===== config.mk =====
export PLATFORM = sky130hd
export DESIGN_NAME = cnn_tx_packer
export DESIGN_NICKNAME = d
export VERILOG_FILES = /design/src/rtl/cnn_pkg.sv /design/src/rtl/cnn_tx_packer.sv
export SDC_FILE = /design/constraint.sdc
export NUM_CORES = 1
export LEC_CHECK = 0
export BUFFER_PORTS_ARGS = -buffer_cell sky130_fd_sc_hd__buf_4
export CORE_MARGIN = 2
export CORE_UTILIZATION = 58
export DETAILED_ROUTE_END_ITERATION = 8
export PLACE_DENSITY_LB_ADDON = 0.25
export SYNTH_ARGS = -nofsm -noshare
export SYNTH_HDL_FRONTEND = slang
export SYNTH_SLANG_ARGS = --single-unit

===== constraint.sdc =====
create_clock -name clk -period 4.13 [get_ports clk]
set_clock_uncertainty 0.2 [all_clocks]
set_input_delay 0.2065 -clock clk [delete_from_list [all_inputs] [get_ports clk]]
set_output_delay 0.2065 -clock clk [all_outputs]
set_load 0.03 [all_outputs]

===== src/rtl/cnn_pkg.sv =====
// Shared definitions for the CNN image readback path: image geometry and the
// transmit-packer state encoding.
package cnn_pkg;
  localparam int IMG_BITS  = 784;
  localparam int IMG_BYTES = IMG_BITS / 8;

  typedef enum logic [2:0] {
    IDLE,
    FETCH,
    XMIT,
    WAIT_TX,
    FIN
  } state_t;
endpackage


===== src/rtl/cnn_tx_packer.sv =====
// Reads a 1-bit-wide image RAM eight addresses at a time, packs each group
// LSB-first into a byte and hands it to a UART transmitter with a trmt pulse.
module cnn_tx_packer
  import cnn_pkg::*;
#(
  parameter int DEPTH = IMG_BITS,
  parameter int AW    = 10
) (
  input  logic          clk,
  input  logic          rst_n,
  input  logic          strt,
  input  logic          abort,
  output logic [AW-1:0] addr_rd,
  input  logic          din,
  output logic          trmt,
  output logic [7:0]    tx_data,
  input  logic          tx_done,
  output logic          bsy,
  output logic          done
);
  localparam int            BCW       = AW - 3;
  localparam logic [BCW-1:0] LAST_BYTE = BCW'(DEPTH / 8 - 1);

  state_t         state;
  logic [BCW-1:0] byte_cnt;
  logic [3:0]     fcnt;     // FETCH cycle 0..8; cycle 8 only captures the last bit
  logic [2:0]     k;

  always_ff @(posedge clk or negedge rst_n) begin
    if (!rst_n) begin
      state    <= IDLE;
      byte_cnt <= '0;
      fcnt     <= '0;
      tx_data  <= '0;
    end else if (abort && state != IDLE) begin
      state    <= IDLE;
      byte_cnt <= '0;
      fcnt     <= '0;
    end else begin
      case (state)
        IDLE: if (strt && !abort) begin
          state    <= FETCH;
          byte_cnt <= '0;
          fcnt     <= '0;
        end
        FETCH: begin
          // din lags addr_rd by one cycle, so cycle n captures bit n-1
          if (fcnt != 4'd0) tx_data[3'(fcnt - 4'd1)] <= din;
          if (fcnt == 4'd8) begin
            state <= XMIT;
            fcnt  <= '0;
          end else begin
            fcnt <= fcnt + 4'd1;
          end
        end
        XMIT: state <= WAIT_TX;
        WAIT_TX: if (tx_done) begin
          if (byte_cnt == LAST_BYTE) begin
            state <= FIN;
          end else begin
            byte_cnt <= byte_cnt + 1'b1;
            state    <= FETCH;
          end
        end
        FIN:     state <= IDLE;
        default: state <= IDLE;
      endcase
    end
  end

  // The latency cycle re-presents bit 7 so the address never leaves the byte.
  assign k       = fcnt[3] ? 3'd7 : fcnt[2:0];
  assign addr_rd = (state == FETCH) ? {byte_cnt, k} : '0;
  assign trmt    = (state == XMIT);
  assign done    = (state == FIN);
  assign bsy     = (state != IDLE);
endmodule


# == After elaboration in Yosys (flattened, before gate mapping) ==
# Index checks and enable logic that the tools add are counted.
# op_classes
n_reduce_logical,13
n_eq_ne,10
magnitude_cmp,2
n_bitwise,1
add_sub_neg,3
n_mux,20
# ops
operator,n
2-to-1 mux 7 bit,4
2-to-1 mux 3 bit,6
case mux 7 bit (2 select lines),1
2-to-1 mux 4 bit,3
!= test 3 bit (second input constant),4
case mux 3 bit (4 select lines),1
2-to-1 mux 10 bit,1
nonzero test 3 bit,3
bitwise mux 8 bit,1
case mux 4 bit (2 select lines),1
adder 7 x 1 -> 7 bit (second input constant),1
== test 7 bit (second input constant),1
== test 3 x 2 -> 1 bit (second input constant),2
AND reduction 3 bit,2
adder 4 x 1 -> 4 bit (second input constant),1
== test 4 bit (second input constant),1
< comparator 3 x 4 -> 1 bit (second input constant),1
AND reduction 4 bit,1
nonzero test 4 bit,1
demux 1 bit (select 3 bit),1
== test 3 x 1 -> 1 bit (second input constant),1
== test 3 bit (second input constant),1
greater-or-equal comparator 3 x 1 -> 1 bit (second input constant),1
logical AND 1 bit,3
6 further kinds,6
# word_totals
input_bits,6
register_bits,22
word_cells,53

# == Longest topological paths before layout ==
# logic_depth
depth_word,6
mapped_depth,7

# == Worst setup path before layout ==
# OpenSTA, ideal clock, no wires.
# synth_timing
path_type,flip-flop to flip-flop
from,register state[2]
to,register tx_data[2]
required_time_ns,3.805
t_arrival_ns,1.768
path_slack_ns,2.037
synth_period_minus_slack_ns,2.093
setup_ns,0.125
stages_incl_launch_ff,7
cell_sequence,dfrtp_1 -> buf_6 -> or4b_4 -> a21oi_2 -> nand2_2 -> nor3_1 -> mux2_2
# synth_via
elab_chain_cells,4
word_cells_on_any_way,5
classes_between,eq/ne (1); bitwise (1); reduce/logical (3)
# synth_rtl
item,line_no,rtl
from (decl),cnn_tx_packer.sv:24,state_t state;
from (signal assigned),cnn_tx_packer.sv:31,state <= IDLE;
from (signal assigned),cnn_tx_packer.sv:36,state <= IDLE;
from (signal assigned),cnn_tx_packer.sv:42,state <= FETCH;
nonzero test 3 bit,cnn_tx_packer.sv:35,end else if (abort && state != IDLE) begin
logical AND 1 bit,cnn_tx_packer.sv:35,
inverter 1 bit (no source line),-,
AND reduction 3 bit (no source line) *,-,
"to (signal, indexed assignment)",cnn_tx_packer.sv:48,if (fcnt != 4'd0) tx_data[3'(fcnt - 4'd1)] <= din;
to (decl),cnn_tx_packer.sv:16,"output logic [7:0] tx_data,"
# Every way passes the cells marked *; elsewhere a longest branch is shown, timed or not.
# A chain may end at the register's enable or synchronous reset.

# == Final worst setup path ==
# layout_timing
from,register fcnt[0]
to,register state[1]
# layout_via
elab_chain_cells,3
# layout_rtl
item,line_no,rtl
from (decl),cnn_tx_packer.sv:26,logic [3:0] fcnt;
from (signal assigned),cnn_tx_packer.sv:53,fcnt <= fcnt + 4'd1;
== test 4 bit,cnn_tx_packer.sv:49,if (fcnt == 4'd8) begin
!= test 3 bit (no source line),-,
AND reduction 3 bit (no source line),-,
to (signal assigned),cnn_tx_packer.sv:50,state <= XMIT;
to (signal assigned),cnn_tx_packer.sv:56,XMIT: state <= WAIT_TX;
to (signal assigned),cnn_tx_packer.sv:59,state <= FIN;
# Every way passes these cells.

==> flow_metrics.py <==
metrics = {
    "yosys": {
        "synth_cells": 146,
        "ys_warn_count": 0,
        "yosys-top-cells-area": "dfrtp_1 (41%), mux2_2 (7.6%), nor2_1 (4.8%), nand2_1 (4.0%), ha_1 (3.8%)",
        "post-synth-top-area-cell": "dfrtp_1",
        "syn_area_mm2": 0.001330,
        "syn_area_per_cell_um2": 9.110,
        "yosysTopAreaCellShare": 0.4139,
        "yosysUniqueCellTypes": 39,
        "synth_ff_type": "dfrtp_1",
        "synth-edff-count": 0,
        "ys_seq_area_frac": 0.4139,
        "synth_fp_nets": 156,
        "synth-async-reset-ratio": 1.000,
        "ys_seq_elements": 22,
    },
    "worst_setup_path": {
        "r2r-end": "state[1]",
        "path_delay_family": "buffers and inverters",
        "crit_fanout": 6,
        "required_ns": 4.18,
        "critPathLaunchType": "register",
        "r2r_slack_ns": 1.78,
        "reg2reg_from": "fcnt[0]",
        "worst-setup-path-type": "register to register",
        "r2r_cells": 6,
        "slowest_delay_ns": 0.58,
        "crit_chain": "inv_1 -> ha_1 -> nor2b_1 -> a31oi_1 -> nor4_1 -> dlygate4sd3_1",
        "end_kind": "register",
        "worstPathArrival_ns": 2.40,
        "critPathSlowestCell": "dlygate4sd3_1",
        "worstPathBufferInverterCount": 2,
    },
    "place": {
        "routabilityCongestion": 0.8484,
        "buffer_ports.inserted": 26,
        "hpwl_mm": 2.153,
    },
    "grt": {
        "track_usage": 0.2489,
        "grt_pass1_vias": 1151,
        "antenna_found_initial": 0,
        "gr-total-overflow": 0,
        "grt_pass1_wl_mm": 5.009,
        "grt_start_max_net_pins": 23,
    },
    "timing": {
        "fin_crit_ns": 2.349,
        "hold_violations": 0,
        "setup_viol": 0,
        "slew_headroom": 0.6218,
        "period_share": 0.5687,
        "worst_pin_slew_ns": 0.5652,
        "slew_violations": 0,
        "rsz0062_at_grt": "false",
        "finalSetupTns_ns": 0,
        "max_freq_ghz": 0.4257,
    },
    "floorplanning": {
        "rows": 17,
        "io_pins": 27,
        "die_w_um": 51.89,
        "core_mm2": 0.002191,
        "start_util": 0.6071,
        "die_area_mm2": 0.002692,
        "die_h_um": 51.89,
    },
    "detailed_routing": {
        "drt_iter0_drc": 23,
        "ant_nets": 0,
        "dr.pass1.iters": 4,
        "drt-vias-per-instance": 5.764,
        "wire_per_inst_um": 14.44,
        "drc": 0,
        "dr_total_vias": 1170,
        "wirelength_mm": 2.931,
    },
    "final_layout": {
        "final_nets": 186,
        "drive_gt1_frac": 0.2571,
        "synthToLayoutAreaGrowth_pct": 22.30,
        "num_antenna_cells": 0,
    },
    "clock_network": {
        "cts.sink_count": 22,
        "path_clk_slew_ns": 0.13,
        "cts_buffer_depth": 2,
        "cts-root-buf": "clkbuf_4",
        "cts_setup_buffers": 0,
        "clk_latency_ns": 0.31,
        "cts_tree": "done",
        "cts_buffers": 3,
        "ctsHtreeMaxLevel": 1,
    },
    "pwr": {
        "p_total_mw": 0.8173,
        "power_density_mw_per_mm2": 502.5,
        "peakVddDrop_mv": 0.3677,
        "power.leakage_nw": 0.7915,
    },
    "flow_run": {
        "drv_cap": 0,
    },
    "status": {
        "status": "completed",
    },
    "hold_path": {
        "hold_path.class": "primary input to asynchronous set/reset pin",
    },
}
cell usage in the layout, fill, tap and decap left out, drive strengths merged, types with 3 or more instances in the layout:
cell,count
nand3,6
and2,3
nor3,8
a21o,4
dlygate4sd3,5
nand2,15
ha,4
o22a,3
dfrtp,22
o21ai,7
and3,7
mux2,9
buf,26
a21oi,4
clkbuf,3
nand2b,4
inv,6
nor2,17
repair_timing:
item | 4_1_cts | 5_1_grt
hold buffers | 5 | 0
resized for setup | 0 | 0
hold endpoints to repair | 31 | 0
how the worst max path moves through the flow:
stage / to / depth (start not counted) / from
floorplan: tx_data[2] / 6 / state[2]
CTS: tx_data[6] / 5 / state[0]
detailed placement: tx_data[6] / 5 / state[0]
finish: state[1] / 6 / fcnt[0]
global route: state[1] / 6 / fcnt[0]
global placement: tx_data[2] / 5 / state[0]
where the power goes:
| group | switching (mW) | total, mW | leakage [nW] | internal, mW |
|---|---|---|---|---|
| clock | 0.0684 | 0.166 | 0.0279 | 0.0981 |
| combinational | 0.211 | 0.349 | 0.463 | 0.138 |
| sequential | 0.0474 | 0.302 | 0.301 | 0.255 |
cells in the mapped netlist, drive strengths merged (2+ instances only):
cell type and n:
dfrtp 22, clkbuf 2, nand3 6, nor2 17, and3 7, o22a 3
ha 4, nand2b 4, a21o 4, nor3 8, o21ai 7, o22ai 2
buf 4, mux2 9, a21oi 4, inv 6, nor3b 2, xnor2 2
and2 3, nand2 15, nor2b 2
logic make-up (layout without fill, tap and decap cells):
kind of cell	after synthesis	in the layout	share of synthesized area
flops	22	22	0.4139
compound gates	27	27	0.1449
simple gates	69	69	0.2634
buf+inv	12	41	0.04422
xor+xnor	3	3	0.01976
fa+ha+maj	4	4	0.03763
mux	9	9	0.07620
per-stage QoR:
| step | hold WS [ns] | instances | cell area [µm²] | util | setup WS (ns) |
|---|---|---|---|---|---|
| 6_report | 0.1084 | 203 | 1627 | 0.7424 | 1.781 |
| 3_3_place_gp | -0.09129 | 194 | 1524 | 0.6956 | 1.908 |
| 3_5_place_dp | -0.08713 | 194 | 1524 | 0.6956 | 1.826 |
| 5_1_grt | 0.1332 | 203 | 1627 | 0.7424 | 1.621 |
| 2_1_floorplan | -0.2891 | 146 | 1330 | - | 2.037 |
| 4_1_cts | 0.1079 | 203 | 1627 | 0.7424 | 1.811 |
layer usage:
metal	vias to the layer above	wire length (µm)	global-route usage
li1	571	-	-
met1	574	1292	0.3215
met2	23	1538	0.4262
met3	2	84	0.03736
met4	0	16	0.07895
met5	-	0	0
flip-flops by register name, summed over array words and instances (netlist names):
register  count
tx_data       8
byte_cnt      7
fcnt          4
state         3
final cells by class:
class                   instances  area (µm²)
clock buffers                   3       22.52
fillers                       174       564.3
flip-flops and latches         22       550.5
repair buffers                 31       245.2
well taps                      28       35.03
multi-input cells             112       720.7
inverters                       6       22.52
clock inverters                 1       30.03
(Power assumes the default switching activity.)
